**src/rtl/thumb_seq_pkg.sv**
```systemverilog
`default_nettype none
// ============================================================================
// Module   : thumb_seq_pkg
// Purpose  : Shared types and constants for the Thumb LDM/STM/PUSH/POP
//            sequencer: state encoding, bus size code, special register
//            ids and a 9-bit population count helper.
// Revision : 1.0 - initial release
// ============================================================================
package thumb_seq_pkg;

  typedef enum logic [1:0] {
    ST_IDLE = 2'd0,
    ST_XFER = 2'd1,
    ST_FIN  = 2'd2
  } seq_state_t;

  localparam logic [1:0] BUS_SIZE_WORD = 2'b10;

  localparam logic [4:0] REG_SP = 5'h0d;
  localparam logic [4:0] REG_LR = 5'h0e;
  localparam logic [4:0] REG_PC = 5'h0f;

  // Number of registers named by a 9-bit transfer mask (r0-r7 plus LR/PC).
  function automatic logic [3:0] popcount9(input logic [8:0] v);
    logic [3:0] c;
    c = 4'd0;
    for (int i = 0; i < 9; i++) begin
      c = c + {3'b000, v[i]};
    end
    return c;
  endfunction

endpackage
`default_nettype wire

```
**src/rtl/thumb_ldm_stm_seq_lsb_enc.sv**
```systemverilog
`default_nettype none
// ============================================================================
// Module   : seq_lsb_enc
// Purpose  : 9-bit lowest-set-bit encoder. Returns the index of the lowest
//            set bit and a one-hot mask selecting it (all zero when the
//            input is empty).
// Revision : 1.0 - initial release
// ============================================================================
module seq_lsb_enc (
  input  logic [8:0] vec,
  output logic [3:0] idx,
  output logic [8:0] onehot
);

  // Isolate the lowest set bit with two's complement, then encode it.
  always_comb begin
    onehot = vec & (~vec + 9'd1);
    idx    = 4'd0;
    for (int i = 0; i < 9; i++) begin
      if (onehot[i]) begin
        idx = 4'(i);
      end
    end
  end

endmodule
`default_nettype wire

```
**src/rtl/thumb_ldm_stm_seq.sv**
```systemverilog
`default_nettype none
// ============================================================================
// Module   : thumb_ldm_stm_seq
// Purpose  : Multi-cycle sequencer for Thumb LDM/STM/PUSH/POP. Expands the
//            register list into one word beat per register (lowest register
//            at lowest address), stalls the pipeline via busy, then issues
//            the base writeback, POP-to-PC branch and done pulses.
// Options  : THUMB_SEQ_EMPTY_TRAP_EN - when defined an empty register list
//            raises undef alongside done; otherwise undef is tied low.
// Revision : 1.0 - initial release
// ============================================================================
module thumb_ldm_stm_seq
  import thumb_seq_pkg::*;
#(
  parameter int ADDR_W = 32,
  parameter int LIST_W = 8
) (
  input  logic              clk,
  input  logic              rst_n,
  input  logic              start,
  input  logic              op_load,
  input  logic              op_stack,
  input  logic [LIST_W-1:0] reg_list,
  input  logic              reg_extra,
  input  logic [3:0]        base_id,
  input  logic [ADDR_W-1:0] base_val,
  input  logic              bus_ready,
  output logic              busy,
  output logic [ADDR_W-1:0] bus_addr,
  output logic              bus_wr_en,
  output logic              bus_rd_en,
  output logic [1:0]        bus_size,
  output logic [4:0]        xfer_reg,
  output logic              wb_en,
  output logic [4:0]        wb_id,
  output logic [ADDR_W-1:0] wb_val,
  output logic              branch,
  output logic              done,
  output logic              undef
);

  seq_state_t        state, state_nx;

  logic [8:0]        mask;
  logic [3:0]        count;
  logic [ADDR_W-1:0] addr;
  logic [ADDR_W-1:0] base;
  logic [3:0]        base_id_q;
  logic              op_load_q;
  logic              op_stack_q;
  logic              ldm_base_hit;
  logic              pop_pc;

  logic [7:0]        list8;
  logic [8:0]        new_mask;
  logic [3:0]        new_cnt;
  logic [ADDR_W-1:0] new_four_n;
  logic [ADDR_W-1:0] four_n;
  logic [3:0]        lsb_idx;
  logic [8:0]        lsb_onehot;

  assign list8      = 8'(reg_list);
  // Bit 8 stands for LR on a PUSH and PC on a POP; plain LDM/STM never use it.
  assign new_mask   = {reg_extra & op_stack, list8};
  assign new_cnt    = popcount9(new_mask);
  assign new_four_n = {{(ADDR_W-6){1'b0}}, new_cnt, 2'b00};
  assign four_n     = {{(ADDR_W-6){1'b0}}, count, 2'b00};

  seq_lsb_enc u_lsb_enc (
    .vec    (mask),
    .idx    (lsb_idx),
    .onehot (lsb_onehot)
  );

  // State register plus the operands latched at start and walked during XFER.
  always_ff @(posedge clk) begin
    if (!rst_n) begin
      state        <= ST_IDLE;
      mask         <= 9'd0;
      count        <= 4'd0;
      addr         <= '0;
      base         <= '0;
      base_id_q    <= 4'd0;
      op_load_q    <= 1'b0;
      op_stack_q   <= 1'b0;
      ldm_base_hit <= 1'b0;
      pop_pc       <= 1'b0;
    end else begin
      state <= state_nx;
      case (state)
        ST_IDLE: begin
          if (start) begin
            mask         <= new_mask;
            count        <= new_cnt;
            base         <= base_val;
            base_id_q    <= op_stack ? REG_SP[3:0] : base_id;
            // PUSH is full-descending: the block starts 4n below SP.
            addr         <= (op_stack & ~op_load) ? (base_val - new_four_n) : base_val;
            op_load_q    <= op_load;
            op_stack_q   <= op_stack;
            // A load into the base register wins over the writeback.
            ldm_base_hit <= op_load & ~op_stack & ~base_id[3] & list8[base_id[2:0]];
            pop_pc       <= op_load & op_stack & reg_extra;
          end
        end
        ST_XFER: begin
          if (bus_ready) begin
            mask <= mask & ~lsb_onehot;
            addr <= addr + ADDR_W'(4);
          end
        end
        default: begin
        end
      endcase
    end
  end

  // Next-state decode and all outputs; everything idles at zero outside its phase.
  always_comb begin
    state_nx  = state;
    busy      = 1'b0;
    bus_addr  = '0;
    bus_wr_en = 1'b0;
    bus_rd_en = 1'b0;
    bus_size  = 2'b00;
    xfer_reg  = 5'd0;
    wb_en     = 1'b0;
    wb_id     = 5'd0;
    wb_val    = '0;
    branch    = 1'b0;
    done      = 1'b0;
    undef     = 1'b0;
    case (state)
      ST_IDLE: begin
        if (start) begin
          state_nx = (new_cnt != 4'd0) ? ST_XFER : ST_FIN;
        end
      end
      ST_XFER: begin
        busy      = 1'b1;
        bus_wr_en = ~op_load_q;
        bus_rd_en = op_load_q;
        bus_size  = BUS_SIZE_WORD;
        bus_addr  = addr;
        xfer_reg  = lsb_idx[3] ? (op_load_q ? REG_PC : REG_LR) : {2'b00, lsb_idx[2:0]};
        if (bus_ready && (mask == lsb_onehot)) begin
          state_nx = ST_FIN;
        end
      end
      ST_FIN: begin
        busy     = 1'b1;
        done     = 1'b1;
        wb_en    = (count != 4'd0) & ~ldm_base_hit;
        wb_id    = {1'b0, base_id_q};
        wb_val   = (op_stack_q & ~op_load_q) ? (base - four_n) : (base + four_n);
        branch   = pop_pc;
`ifdef THUMB_SEQ_EMPTY_TRAP_EN
        undef    = (count == 4'd0);
`else
        undef    = 1'b0;
`endif
        state_nx = ST_IDLE;
      end
      default: begin
        state_nx = ST_IDLE;
      end
    endcase
  end

endmodule
`default_nettype wire

```
**config.mk**
```make
export PLATFORM = sky130hd
export DESIGN_NAME = thumb_ldm_stm_seq
export DESIGN_NICKNAME = d
export VERILOG_FILES = /design/src/rtl/thumb_seq_pkg.sv /design/src/rtl/thumb_ldm_stm_seq_lsb_enc.sv /design/src/rtl/thumb_ldm_stm_seq.sv
export SDC_FILE = /design/constraint.sdc
export NUM_CORES = 1
export LEC_CHECK = 0
export CELL_PAD_IN_SITES_DETAIL_PLACEMENT = 0
export CELL_PAD_IN_SITES_GLOBAL_PLACEMENT = 1
export CORE_ASPECT_RATIO = 1.25
export CORE_MARGIN = 2
export CORE_UTILIZATION = 42
export DETAILED_ROUTE_END_ITERATION = 10
export PLACE_DENSITY = 0.95
export SLEW_MARGIN = 20
export SYNTH_ARGS = -nofsm -noshare
export SYNTH_HDL_FRONTEND = slang
export SYNTH_SLANG_ARGS = --single-unit
```
**constraint.sdc**
```tcl
create_clock -name clk -period 12.15 [get_ports clk]
set_input_delay 2.43 -clock clk [delete_from_list [all_inputs] [get_ports clk]]
set_output_delay 2.43 -clock clk [all_outputs]
set_load 0.01 [all_outputs]
```
==> results_dict.tcl <==
set metrics [dict create \
    status "finished, final reports clean" \
    clock-sinks 87 \
    vias 7470 \
    drt-initial-drc-count 452 \
    hp-class "register to register" \
    drv_slew 0 \
    cellPowerDensity_nw_per_um2 245 \
    gr-total-overflow 0 \
    syn_to_final_growth_pct 22.8 \
    nets 1212 \
    ant_nets 0 \
    cts_tree "done" \
    fmax_ghz 0.139 \
    place.port_buffers 129 \
    ctsResizeCount 0 \
    rows 54 \
    yosysSeqAreaShare_pct 23.7 \
    pwr-share-seq_pct 21.1 \
    synth_xor_area_share_pct 5.49 \
    crit_type "input pin to register" \
    cts_htree_levels 3 \
    grt_start_max_net_pins 80 \
    rsz0062_at_grt "false" \
    arrival_ns 7.45 \
    antenna_found_initial 0 \
    drive_above_1_share_pct 5.28 \
    fin_setup_tns_ns 0 \
    grt_use_met2_pct 38.3 \
    worst_setup_path_start_kind "input pin" \
    cts_setup_buffers 0 \
    whs_ns 0.452 \
    core_um2 17300 \
    drv_cap 0 \
    die_x_um 122 \
    syn_inst 1020 \
    power_frac_comb_pct 65.0 \
    hold_buffers 0 \
    hold_violations 0 \
    grt_pass1_wl_um 35300 \
    crit_start "reg_list[0]" \
    place_hpwl_um 15900 \
    synth_fa_ha_area_share_pct 9.20 \
    die_h_um 152 \
    initial_core_util_pct 42.5 \
    synth_area_per_cell_um2 7.20 \
    required_ns 12.38 \
    cts.clk_slew.worst_paths_ns 0.06 \
    clock_power_share_pct 13.9 \
    p_sw_mw 1.05 \
    drc 0 \
    synth_edf_count 0 \
    async_reset_ff_share_pct 0 \
    stdcell_count 1341 \
    holdPathStages 2 \
    wire_per_inst_um 15.9 \
    p_sw_share_pct 47.4 \
    synth_simple_gate_area_share_pct 30.8 \
    reg2reg_slack_ns 9.37 \
    routabilityCongestion 0.898 \
    synth_top_family_by_area "simple AND/OR/NAND/NOR gates" \
    diodes 0 \
    yosysWarnings 0 \
    ys_types 78 \
    io_pins 134 \
    p_leak_nw 3.35 \
    die_area_um2 18600 \
    reg2regPathDepth 8 \
    cp_max_fo 12 \
    min_from "base[1]" \
    clock_path_buffers 2 \
    synthMuxAreaShare_pct 1.45 \
    fin_crit_ns 7.22 \
    rr_startpoint "state[1]" \
    grt_use_met1_pct 31.9 \
    nFillCells 1745 \
    timing.final.crit_share_pct 59.4 \
    vdd_drop_max_mv 0.0954 \
    end_kind "register" \
    placed_cells 1325 \
    syn-cell-area_um2 7340 \
    wirelength_um 21300 \
    cts_buffers 9 \
    grt_usage_pct 23.1 \
    slew_headroom_pct 48.5 \
    synth_ff_type "dfxtp_1" \
    busiest_layer "met2" \
    grt_util_met3_pct 1.88 \
    insertion_delay_ns 0.34 \
    tightest_slew_ns 0.766 \
    first_global_vias 7103 \
    p_int_mw 1.16 \
    ys_ff_latch 87 \
    synth_compound_area_share_pct 22.8 \
    clock_skew_ns 0.00937 \
    viasPerCell 5.57 \
    first_pass_iters 5 \
    setup_violations 0 \
    root_buffer "clkbuf_16" \
]
[power by group through the flow]
stage / combinational (mW) / clock [mW] / sequential (mW)
6_report: 1.43 / 0.307 / 0.465
5_1_grt: 1.61 / 0.323 / 0.479
4_1_cts: 1.43 / 0.311 / 0.463
3_5_place_dp: 1.42 / 0 / 0.467
3_3_place_gp: 1.41 / 0 / 0.467
2_1_floorplan: 1.06 / 0 / 0.429
[stage by stage]
stage	instance area, um2	worst slack, ns	power (mW)	util (%)
detailed placement	8680	4.59	1.89	50.2
finish	9020	4.93	2.21	52.1
global route	9020	4.69	2.41	52.1
floorplan	7360	5.46	1.48	-
global placement	8680	4.74	1.88	50.2
CTS	9020	4.94	2.20	52.1
[synthesized netlist by cell type, types with 4 or more instances]
cell type  number  share of area [%]
a221oi_1        4               0.48
o221ai_1        4               0.48
a211oi_1        9               0.92
mux2i_1         5               0.68
nor2b_1        10               0.85
and3_1          6               0.51
xnor2_1        27                3.2
o21ai_0        44                3.0
buf_1           7               0.36
nand4_1        19                1.6
nor3_2          4               0.55
buf_4           5               0.51
nand2b_1       15                1.3
o22ai_1         5               0.43
nor2_1         94                4.8
o21a_1          9               0.92
clkbuf_1       39                2.0
nor4_1         16                1.4
a31oi_1        11               0.94
a21o_1         13                1.3
o31ai_1         5               0.51
nand2_1       158                8.1
inv_1          39                2.0
a22oi_1         8               0.82
and2_1         41                3.5
nor3_1         37                2.5
o211ai_1       10                1.0
a21oi_1       114                7.8
or2_2           4               0.34
fa_1            7                1.9
dfxtp_1        87                 24
o21ai_1         6               0.41
clkbuf_8        5               0.94
ha_1           42                7.2
or3_1           5               0.43
xor2_1         19                2.3
nand3_1        19                1.3
[registers in the layout, summed over array words and instances, names as in the netlist]
register	flops
pop_pc	1
addr	32
state	2
base	32
op_stack_q	1
count	4
op_load_q	1
base_id_q	4
ldm_base_hit	1
mask	9
[area by class of cell]
class                           count  area, um2  share of cell area (%)
Clock buffer                       12        256                    2.84
Sequential cell                    87       1740                    19.3
Multi-Input combinational cell    835       5150                    57.1
Timing Repair Buffer              139       1370                    15.1
Tap cell                          224        280                    3.11
Clock inverter                      4       77.6                   0.860
Inverter                           40        150                    1.66
[final timing paths]
kind               to
max          addr[20]
min           base[1]
max reg2reg  addr[17]
min reg2reg   base[1]
[kinds of logic (layout without fill, tap and decap cells)]
logic type,after synthesis,in the layout
AO/OA/AOI/OAI,271,271
XOR/XNOR,46,46
adder cells (fa/ha/maj),50,50
buffers and inverters,101,195
flip-flops,87,87
multiplexers,8,8
other,1,4
AND/OR/NAND/NOR,456,456
[routing by layer]
layer	wire length (um)	part of all wire, %	vias to the layer above
met4	333	1.6	0
met3	862	4.0	24
met5	0	0	-
li1	-	-	3780
met2	10300	48	209
met1	9870	46	3457
[cells in the final DEF (no fill, tap or decap), types with 5 or more instances in the layout]
cell type,netlist,layout
dfxtp_1,87,87
nor4_1,16,16
a22oi_1,8,8
o21ai_0,44,44
nand3_1,19,19
and2_1,41,41
inv_1,39,38
o31ai_1,5,5
o211ai_1,10,10
a21o_1,13,13
clkbuf_16,0,9
mux2i_1,5,5
fa_1,7,7
ha_1,42,41
o21a_1,9,9
buf_4,5,10
a211oi_1,9,8
and3_1,6,6
a31oi_1,11,11
nand2_1,158,158
o21ai_1,6,6
or3_1,5,5
nand4_1,19,19
nand2b_1,15,15
o22ai_1,5,5
nor3_1,37,37
nor2b_1,10,10
xor2_1,19,19
a21oi_1,114,114
xnor2_1,27,27
nor2_1,94,93
clkdlybuf4s50_1,0,129
[critical path: stages]
cell and delay (ns):
clkdlybuf4s50_1 0.47, inv_1 0.08, fa_1 0.52, fa_1 0.54
fa_1 0.43, fa_1 0.41, nor2b_1 0.12, o21ai_0 0.16
ha_1 0.25, or4b_4 0.50, or3_4 0.42, or3_4 0.40
nor4_2 0.27, xor2_1 0.13, a221oi_1 0.25, nor2_1 0.07
(Power assumes the default switching activity.)
